===== config.mk =====
export PLATFORM = sky130hd
export DESIGN_NAME = phi2_timing_generator
export DESIGN_NICKNAME = d
export VERILOG_FILES = /design/src/rtl/zeus_clk_pkg.sv /design/src/rtl/phi2_tap_decoder.sv /design/src/rtl/phi2_timing_generator.sv
export SDC_FILE = /design/constraint.sdc
export NUM_CORES = 1
export LEC_CHECK = 0
export ABC_AREA = 1
export BUFFER_PORTS_ARGS = -buffer_cell sky130_fd_sc_hd__buf_2
export CORE_MARGIN = 2
export CORE_UTILIZATION = 56
export CTS_BUF_LIST = sky130_fd_sc_hd__clkbuf_8
export CTS_CLUSTER_DIAMETER = 100
export DETAILED_ROUTE_END_ITERATION = 10
export PLACE_DENSITY = 0.82
export SLEW_MARGIN = 20
export SYNTH_ARGS = -nofsm -noshare
export SYNTH_HDL_FRONTEND = slang
export SYNTH_SLANG_ARGS = --single-unit
export TNS_END_PERCENT = 5

===== constraint.sdc =====
create_clock -name clk -period 3 [get_ports clk]
set_input_delay 0.45 -clock clk [delete_from_list [all_inputs] [get_ports clk]]
set_output_delay 0.45 -clock clk [all_outputs]
set_load 0.01 [all_outputs]

===== src/rtl/zeus_clk_pkg.sv =====
// Shared types and constants for the phi2 bus clock generator.
// Contents:
//   phi2_state_t        - phase state of the generator (LOW, HIGH, STRETCH)
//   PHI2_TAP_FIELD_W    - width of one tap_cycle field and of the phase counters
//   PHI2_DEF_LOW_COUNT  - low-phase count loaded at reset (phase = count+1 clks)
//   PHI2_DEF_HIGH_COUNT - high-phase count loaded at reset
package zeus_clk_pkg;

  typedef enum logic [1:0] {
    LOW     = 2'd0,
    HIGH    = 2'd1,
    STRETCH = 2'd2
  } phi2_state_t;

  localparam int PHI2_TAP_FIELD_W = 12;

  localparam logic [PHI2_TAP_FIELD_W-1:0] PHI2_DEF_LOW_COUNT  = 12'd11;
  localparam logic [PHI2_TAP_FIELD_W-1:0] PHI2_DEF_HIGH_COUNT = 12'd11;

endpackage


===== src/rtl/phi2_tap_decoder.sv =====
// Tap comparators for the phi2 generator. Purely combinational: it looks at the
// state and phase counter the generator is about to enter, so the registered
// tap_strobe in the top lines up with that cycle.
// Ports:
//   state_nxt  in   next generator state
//   cycle_nxt  in   next phi2_cycle value
//   tap_cycle  in   NUM_TAPS packed high-phase cycle indices
//   tap_hit    out  per-tap match for the next cycle
module phi2_tap_decoder
  import zeus_clk_pkg::*;
#(
  parameter int CNT_WIDTH = PHI2_TAP_FIELD_W,
  parameter int NUM_TAPS  = 4
) (
  input  phi2_state_t                   state_nxt,
  input  logic [CNT_WIDTH-1:0]          cycle_nxt,
  input  logic [NUM_TAPS*CNT_WIDTH-1:0] tap_cycle,
  output logic [NUM_TAPS-1:0]           tap_hit
);

  // Only the HIGH state fires taps; in STRETCH the counter sits at high_active,
  // so a tap on the last high cycle must not repeat while the phase is held.
  always_comb begin
    tap_hit = '0;
    for (int i = 0; i < NUM_TAPS; i++) begin
      tap_hit[i] = (state_nxt == HIGH) &&
                   (cycle_nxt == tap_cycle[i*CNT_WIDTH +: CNT_WIDTH]);
    end
  end

endmodule


===== src/rtl/phi2_timing_generator.sv =====
// phi2 bus clock generator with programmable low/high phase lengths.
// clk_phi2 is low for low_active+1 clks and high for high_active+1 clks.
// New counts are taken through a one-entry pending slot and only become active
// on a falling phase boundary, so a phase never changes length once started.
// Optional build macro PHI2_STRETCH_EN adds high-phase stretching: while
// stretch_req is held at the end of the high phase the phase is extended, up to
// STRETCH_MAX extra clks, after which it is released with stretch_timeout.
//
// Handshake: a config word is transferred on any rising clk edge where
// cfg_valid && cfg_ready; cfg_ready then stays low until the word has been
// applied at the next phase fall.
//
// Ports:
//   clk, reset          system clock, asynchronous active-high reset
//   cfg_low_count       requested low-phase count
//   cfg_high_count      requested high-phase count
//   cfg_valid/cfg_ready config handshake
//   tap_cycle           per-tap high-phase cycle index, tap i at [i*CNT_WIDTH +: CNT_WIDTH]
//   stretch_req         peripheral asks for a longer high phase
//   clk_phi2            bus clock
//   phi2_cycle          clk index inside the current phase
//   phi2_rise/phi2_fall strobe in the first clk of the high / low phase
//   tap_strobe          one-clk tap strobes inside the high phase
//   stretching          high phase currently extended
//   stretch_timeout     strobe on a forced release
//   state_dbg           current generator state
module phi2_timing_generator
  import zeus_clk_pkg::*;
#(
  parameter int                   CNT_WIDTH      = PHI2_TAP_FIELD_W,
  parameter logic [CNT_WIDTH-1:0] DEF_LOW_COUNT  = CNT_WIDTH'(PHI2_DEF_LOW_COUNT),
  parameter logic [CNT_WIDTH-1:0] DEF_HIGH_COUNT = CNT_WIDTH'(PHI2_DEF_HIGH_COUNT),
  parameter int                   NUM_TAPS       = 4,
  parameter int                   STRETCH_MAX    = 255
) (
  input  logic                          clk,
  input  logic                          reset,
  input  logic [CNT_WIDTH-1:0]          cfg_low_count,
  input  logic [CNT_WIDTH-1:0]          cfg_high_count,
  input  logic                          cfg_valid,
  output logic                          cfg_ready,
  input  logic [NUM_TAPS*CNT_WIDTH-1:0] tap_cycle,
  input  logic                          stretch_req,
  output logic                          clk_phi2,
  output logic [CNT_WIDTH-1:0]          phi2_cycle,
  output logic                          phi2_rise,
  output logic                          phi2_fall,
  output logic [NUM_TAPS-1:0]           tap_strobe,
  output logic                          stretching,
  output logic                          stretch_timeout,
  output phi2_state_t                   state_dbg
);

  phi2_state_t          state, state_nxt;
  logic [CNT_WIDTH-1:0] cycle_nxt;
  logic [CNT_WIDTH-1:0] low_active, high_active;
  logic [CNT_WIDTH-1:0] pend_low, pend_high;
  logic                 rise_nxt, fall_nxt;
  logic                 stretch_go;
  logic [NUM_TAPS-1:0]  tap_hit;

`ifdef PHI2_STRETCH_EN
  localparam int SCNT_W = $clog2(STRETCH_MAX + 1);
  // Number of stretch clks spent so far, including the current one.
  logic [SCNT_W-1:0] scnt, scnt_nxt;
  logic              timeout_nxt;
  assign stretch_go = stretch_req;
`else
  localparam int STRETCH_MAX_UNUSED = STRETCH_MAX;
  logic stretch_req_unused;
  assign stretch_req_unused = stretch_req;
  assign stretch_go         = 1'b0;
  assign stretching         = 1'b0;
  assign stretch_timeout    = 1'b0;
`endif

  assign state_dbg = state;

  always_comb begin
    state_nxt = state;
    cycle_nxt = phi2_cycle + CNT_WIDTH'(1);
    rise_nxt  = 1'b0;
    fall_nxt  = 1'b0;
`ifdef PHI2_STRETCH_EN
    scnt_nxt    = scnt;
    timeout_nxt = 1'b0;
`endif
    case (state)
      LOW: begin
        if (phi2_cycle == low_active) begin
          state_nxt = HIGH;
          cycle_nxt = '0;
          rise_nxt  = 1'b1;
        end
      end
      HIGH: begin
        if (phi2_cycle == high_active) begin
          if (stretch_go) begin
            state_nxt = STRETCH;
            cycle_nxt = phi2_cycle;
`ifdef PHI2_STRETCH_EN
            scnt_nxt  = SCNT_W'(1);
`endif
          end else begin
            state_nxt = LOW;
            cycle_nxt = '0;
            fall_nxt  = 1'b1;
          end
        end
      end
      STRETCH: begin
        cycle_nxt = phi2_cycle;
`ifdef PHI2_STRETCH_EN
        if (!stretch_req) begin
          state_nxt = LOW;
          cycle_nxt = '0;
          fall_nxt  = 1'b1;
        end else if (scnt >= SCNT_W'(STRETCH_MAX)) begin
          state_nxt   = LOW;
          cycle_nxt   = '0;
          fall_nxt    = 1'b1;
          timeout_nxt = 1'b1;
        end else begin
          scnt_nxt = scnt + SCNT_W'(1);
        end
`else
        state_nxt = LOW;
        cycle_nxt = '0;
        fall_nxt  = 1'b1;
`endif
      end
      default: begin
        state_nxt = LOW;
        cycle_nxt = '0;
      end
    endcase
  end

  phi2_tap_decoder #(
    .CNT_WIDTH (CNT_WIDTH),
    .NUM_TAPS  (NUM_TAPS)
  ) u_tap_decoder (
    .state_nxt (state_nxt),
    .cycle_nxt (cycle_nxt),
    .tap_cycle (tap_cycle),
    .tap_hit   (tap_hit)
  );

  always_ff @(posedge clk or posedge reset) begin
    if (reset) begin
      state       <= LOW;
      phi2_cycle  <= '0;
      clk_phi2    <= 1'b0;
      phi2_rise   <= 1'b0;
      phi2_fall   <= 1'b0;
      tap_strobe  <= '0;
      low_active  <= DEF_LOW_COUNT;
      high_active <= DEF_HIGH_COUNT;
      pend_low    <= '0;
      pend_high   <= '0;
      cfg_ready   <= 1'b1;
`ifdef PHI2_STRETCH_EN
      scnt            <= '0;
      stretching      <= 1'b0;
      stretch_timeout <= 1'b0;
`endif
    end else begin
      state      <= state_nxt;
      phi2_cycle <= cycle_nxt;
      clk_phi2   <= (state_nxt != LOW);
      phi2_rise  <= rise_nxt;
      phi2_fall  <= fall_nxt;
      tap_strobe <= tap_hit;
`ifdef PHI2_STRETCH_EN
      scnt            <= scnt_nxt;
      stretching      <= (state_nxt == STRETCH);
      stretch_timeout <= timeout_nxt;
`endif
      // cfg_ready doubles as "pending slot empty", so accepting and applying
      // are mutually exclusive: a word accepted on a fall edge waits for the
      // following fall.
      if (cfg_valid && cfg_ready) begin
        pend_low  <= cfg_low_count;
        pend_high <= cfg_high_count;
        cfg_ready <= 1'b0;
      end else if (fall_nxt && !cfg_ready) begin
        low_active  <= pend_low;
        high_active <= pend_high;
        cfg_ready   <= 1'b1;
      end
    end
  end

endmodule

Word-level counts from Yosys, hierarchy flattened

Index checks and enable logic that the tools add are counted.

Eq/ne operators: 9
Magnitude comparators: 0
Multipliers: 0
Bitwise operators: 1
Multiplexer cells: 12
Add/sub/neg operators: 1
Reduce and logical (&&, ||, !) cells: 11
Div/mod/pow operators: 0
Shift-type cells: 0

Operators with widths:

| operator                                             | number |
|---|---|
| equality test 12 bit                                 | 6 |
| two-way mux 12 bit                                   | 2 |
| one-hot mux 12 bit (2 select lines)                  | 1 |
| adder 12 x 1 -> 12 bit (second input constant)       | 1 |
| logical AND 1 bit                                    | 6 |
| two-way mux 1 bit                                    | 5 |
| equality test 2 x 1 -> 1 bit (second input constant) | 2 |
| two-way mux 2 bit                                    | 2 |
| one-hot mux 2 bit (2 select lines)                   | 1 |
| nonzero test 2 bit                                   | 2 |
| equality test 2 bit (second input constant)          | 1 |
| zero test 2 bit                                      | 1 |
| one-hot mux 1 bit (2 select lines)                   | 1 |
| AND reduction 2 bit                                  | 1 |
| zero test 1 bit                                      | 1 |
| NOT 1 bit                                            | 1 |

Input bits: 76
Bits in latches: 0
Output and inout bits: 24
Register bits: 70
Memories kept: 0
Memory bits (writable): 0
Memory bits (read-only): 0

Logic depth before layout (Yosys ltp)

Word-level depth: 6
Mapped depth: 17
Gate-level depth less buffers: 15

Modules after synthesis

A second synthesis with hierarchy kept.

Cells, all modules: 506
Area total of the unflattened synthesis: 3966.3 um^2

By module, submodules not included:

| module                | area an instance (um^2) | times used | sequential area each (um^2) | cells each |
|---|---|---|---|---|
| phi2_timing_generator | 3206.8                  | 1          | 1760.4                      | 331 |
| phi2_tap_decoder      | 759.5                   | 1          | 0.0                         | 175 |

Least setup slack after synthesis

Ideal clock, no wire load.

Path type: register to register
Start: register phi2_cycle[0]
End: register tap_strobe[2]
Required time: 2.929 ns
Cell stages (with the launch flop): 15
Buffers on the path: 0
Arrival: 1.771 ns
Setup slack: 1.158 ns
Cells stage by stage: dfrtp_1 ha_1 nand2_1 nor2_1 nand2_1 xor2_1 inv_1 nand3_1 nand2_2 nand2_1 nand2_1 nand2_1 nor2_1 nand2_1 nor2_1

Word-level cells in the longest chain between the ends: 5
Elaborated cells on any way between the ends: 12
Classes of those cells: add/sub: 1; eq/ne: 4; mux: 6; reduce/logical: 1

Ends and longest elaborated chain:

| element                                        | RTL line                                                 | RTL |
|---|---|---|
| start, declared                                | phi2_timing_generator.sv:45                              | `output logic [CNT_WIDTH-1:0] phi2_cycle,` |
| start signal, assigned                         | phi2_timing_generator.sv:169                             | `phi2_cycle <= cycle_nxt;` |
| adder 12 x 1 -> 12 bit (tied with other cells) | phi2_timing_generator.sv:81                              | `cycle_nxt = phi2_cycle + CNT_WIDTH'(1);` |
| two-way mux 12 bit, on equally long branches   | phi2_timing_generator.sv:97, phi2_timing_generator.sv:90 |  |
| one-hot mux 12 bit (2 select lines) (*)        | phi2_timing_generator.sv:88                              | `case (state)` |
| net cycle_nxt[8]                               | phi2_timing_generator.sv:55                              | `logic [CNT_WIDTH-1:0] cycle_nxt;` |
| equality test 12 bit (*)                       | phi2_tap_decoder.sv:27                                   | `(cycle_nxt == tap_cycle[i*CNT_WIDTH +: CNT_WIDTH]);` |
| logical AND 1 bit (*)                          | phi2_tap_decoder.sv:26                                   | `tap_hit[i] = (state_nxt == HIGH) &&` |
| net tap_hit[2]                                 | phi2_timing_generator.sv:60                              | `logic [NUM_TAPS-1:0] tap_hit;` |
| end signal, assigned                           | phi2_timing_generator.sv:173                             | `tap_strobe <= tap_hit;` |
| end, declared                                  | phi2_timing_generator.sv:48                              | `output logic [NUM_TAPS-1:0] tap_strobe,` |

Mark *: on every way through the listed nets, which the timed path passes. The rest lies on a longest branch.
A chain may end at the register's enable or synchronous reset.

Final worst setup path

Start: register phi2_cycle[0]
End: register tap_strobe[1]

Word-level cells in the longest chain between the ends: 5
Elaborated cells on any way between the ends: 12
Classes of those cells: add/sub: 1; eq/ne: 4; mux: 6; reduce/logical: 1

Ends and longest elaborated chain:

| element                                                                                          | RTL line                                       | RTL |
|---|---|---|
| adder 12 x 1 -> 12 bit (tied with other cells)                                                   | phi2_timing_generator.sv:81                    |  |
| two-way mux 12 bit (tied with other cells)                                                       | phi2_timing_generator.sv:97                    | `if (phi2_cycle == high_active) begin` |
| one-hot mux 12 bit (2 select lines) / one-hot mux 2 bit (2 select lines) (equally long branches) | phi2_timing_generator.sv:88                    |  |
| equality test 12 bit / equality test 2 x 1 -> 1 bit (equally long branches)                      | phi2_tap_decoder.sv:27, phi2_tap_decoder.sv:26 |  |
| logical AND 1 bit (*)                                                                            | phi2_tap_decoder.sv:26                         |  |
| net tap_hit[1]                                                                                   | phi2_timing_generator.sv:60                    |  |

Marks and branches as above.

==> impl_results.md <==
- Wire length per cell: 12.8 µm
- Worst min-delay path category: input port to async pin
- Post-CTS Setup Bufs: 0
- Switching part of the total: 0.418
- Clock root buffer: clkbuf_8
- Routed wire length: 10700 µm
- DP HPWL: 8140 µm
- Global-route wire length before repair: 17400 µm
- Grt total ovfl: 0
- DRT iter0 DRCs: 323
- Starting Density: 0.572
- Final worst slack: 0.527 ns
- Fmax: 404 MHz
- Routability cong.: 0.913
- Post-route DRC: 0
- Clock-pin slew on the worst setup and hold paths: 0.08 ns
- Final Util: 0.662
- Power density cells: 673 nW/µm²
- NetSw: 0.00142 W
- Least-Margin Pin Slew: 0.780 ns
- IO Port Bufs: 96
- Clock share of power: 0.229
- Via count: 4126
- Core box area: 7650 µm²
- Seq cells post-synth: 70
- Cell leakage power: 2.92 nW
- Crit Path Class: register to register
- RSZ-0062 raised after global routing: false
- Total I/O pin count: 100
- Status: finished, final reports clean
- Int Pwr: 0.00198 W
- Relative slew slack: 0.480
- Diode count: 0
- Rows: 32
- Sequential power share: 0.360
- Worst setup EP type: register
- Setup Skew: 0.0131 ns
- Final hold viol count: 0
- CTS Hold Buffers Added: 0
- YS warnings: 0
- Post-synth cell types: 28
- Critical path launch point type: register
- Total track usage: 0.259
- R2R cell count: 14
- Hold WS: 0.154 ns
- Post-Syn Instances: 636
- Synthesized area: 4370 µm²
- Die width: 92.4 µm
- Setup TNS: 0 ns
- Peak supply drop: 0.000416 V
- Vias per std cell: 4.95
- Register area share after synthesis: 0.403
- Tmin final: 2.47 ns
- Die Span Y: 92.4 µm
- CTS max path bufs: 2
- Clk_lat worst skew: 0.35 ns
- Filler cell count in the final layout: 698
- DP Worst Slack: 0.549 ns
- Worst r2r src: phi2_cycle[0]
- MaxCap Viol Count: 0
- Final setup vio count: 0
- Initial DRT Pass Iterations: 5
- Nets@finish: 807
- Post-CTS Resized: 0
- R2r setup slk: 0.53 ns
- Syn_area_per_cell: 6.87 µm²
- Layout cells sized above 1: 0.206
- Final worst-path cycle share: 0.824
- H-tree levels: 3
- CTS tree: built
- Area Overhead vs Synth: 15.8%
- Critical path required time: 3.29 ns
- Clk sink count: 70
- Reg-to-Reg End: tap_strobe[1]
- Combinational share of power: 0.411
- Num CTS Buffers: 9
- Vias in the first global route: 3902
- Die Area: 8530 µm²
- Largest net degree at the start of global routing: 50
- Max Slew Vio Count: 0
- Antenna violations before repair: 0
- CP Data Arrival Time: 2.76 ns
- Crit-path max FO: 13
- Antenna-violating nets left: 0
flip-flops by register name (all words and copies together) (netlist names):
signal	count
pend_low	12
clk_phi2	1
phi2_rise	1
cfg_ready	1
phi2_fall	1
pend_high	12
state_dbg	2
tap_strobe	4
phi2_cycle	12
low_active	12
high_active	12
power groups by stage:
stage          Sequential [W]  Clock, W  Combinational (W)
2_1_floorplan         0.00119         0            0.00107
3_3_place_gp          0.00123         0            0.00135
3_5_place_dp          0.00124         0            0.00138
4_1_cts               0.00122  0.000786            0.00139
5_1_grt               0.00124  0.000837            0.00159
6_report              0.00123  0.000780            0.00140
logic make-up (layout without fill, tap and decap cells):
logic type	count (synthesis)	count (layout)	synth area share
AOI/OAI and AO/OA	62	62	0.0716
xor gates and xnor gates	18	18	0.0361
adders and majority gates	4	4	0.0114
buffers and inverters	124	219	0.122
DFF	70	70	0.403
other	1	2	0.000858
and+or+nand+nor	357	357	0.355
synthesized netlist by cell type (all sizes together):
cell type / instances / area, µm²
o21a: 1 / 7.51
nand4: 4 / 25.0
xor2: 6 / 52.6
dfrtp: 63 / 1580
inv: 104 / 390
nand3b: 6 / 45.0
buf: 14 / 123
nand2: 230 / 908
clkbuf: 6 / 22.5
a21oi: 26 / 130
xnor2: 12 / 105
conb: 1 / 3.75
ha: 4 / 50.1
dfstp: 7 / 184
nand3: 47 / 295
o21ai: 35 / 175
nor2: 70 / 278
stage by stage:
step	power [W]	instance area, µm²	cells
detailed placement	0.00262	4860	818
floorplan	0.00226	4380	637
global placement	0.00258	4860	818
CTS	0.00340	5060	834
global route	0.00367	5060	834
finish	0.00341	5060	834
cell type report:
type / instances / area, µm² / share of cell area
Sequential cell: 70 / 1760 / 0.348
Timing Repair Buffer: 99 / 503 / 0.0994
Inverter: 104 / 390 / 0.0771
Clock buffer: 11 / 151 / 0.0299
Tap cell: 102 / 128 / 0.0252
Multi-Input combinational cell: 443 / 2080 / 0.411
Clock inverter: 5 / 50.0 / 0.00989
cells in the final DEF (no fill, tap or decap), types with 7 or more instances in the layout:
cell type,n
buf_2,96
clkbuf_8,11
nor2_1,66
dfrtp_1,63
inv_1,102
nand3_2,7
o21ai_1,8
nand3_1,38
a21oi_1,26
nand2_1,216
nand2_2,12
o21ai_0,27
xnor2_1,12
dfstp_2,7
worst max path at each step:
stage | startpoint | end | slack, ns
floorplan | reset | clk_phi2 | 0.79
global placement | state_dbg[1] | tap_strobe[1] | 0.63
detailed placement | phi2_cycle[2] | high_active[2] | 0.55
CTS | phi2_cycle[2] | low_active[1] | 0.53
global route | phi2_cycle[7] | low_active[1] | 0.24
finish | phi2_cycle[0] | tap_strobe[1] | 0.53
worst max-delay path, stage by stage, from the launching register on:
cell and delay [ns]:
dfrtp_1 0.56, inv_2 0.16, nand2_2 0.08, nand2_1 0.05, nand2_1 0.10, nor2_2 0.06
nand3_2 0.30, nand2_1 0.11, nand2_2 0.24, nand2_1 0.17, nand2_1 0.10, nand2_1 0.05
nor2_1 0.22, nand3_1 0.12, nor2_1 0.10
routing by layer:
layer / part of all wire / global-route usage / routed length [µm]
met1: 0.43 / 0.337 / 4580
met2: 0.48 / 0.426 / 5070
met3: 0.072 / 0.0553 / 766
met4: 0.023 / 0.0995 / 244
met5: 0 / 0 / 0
(Power assumes the default switching activity.)
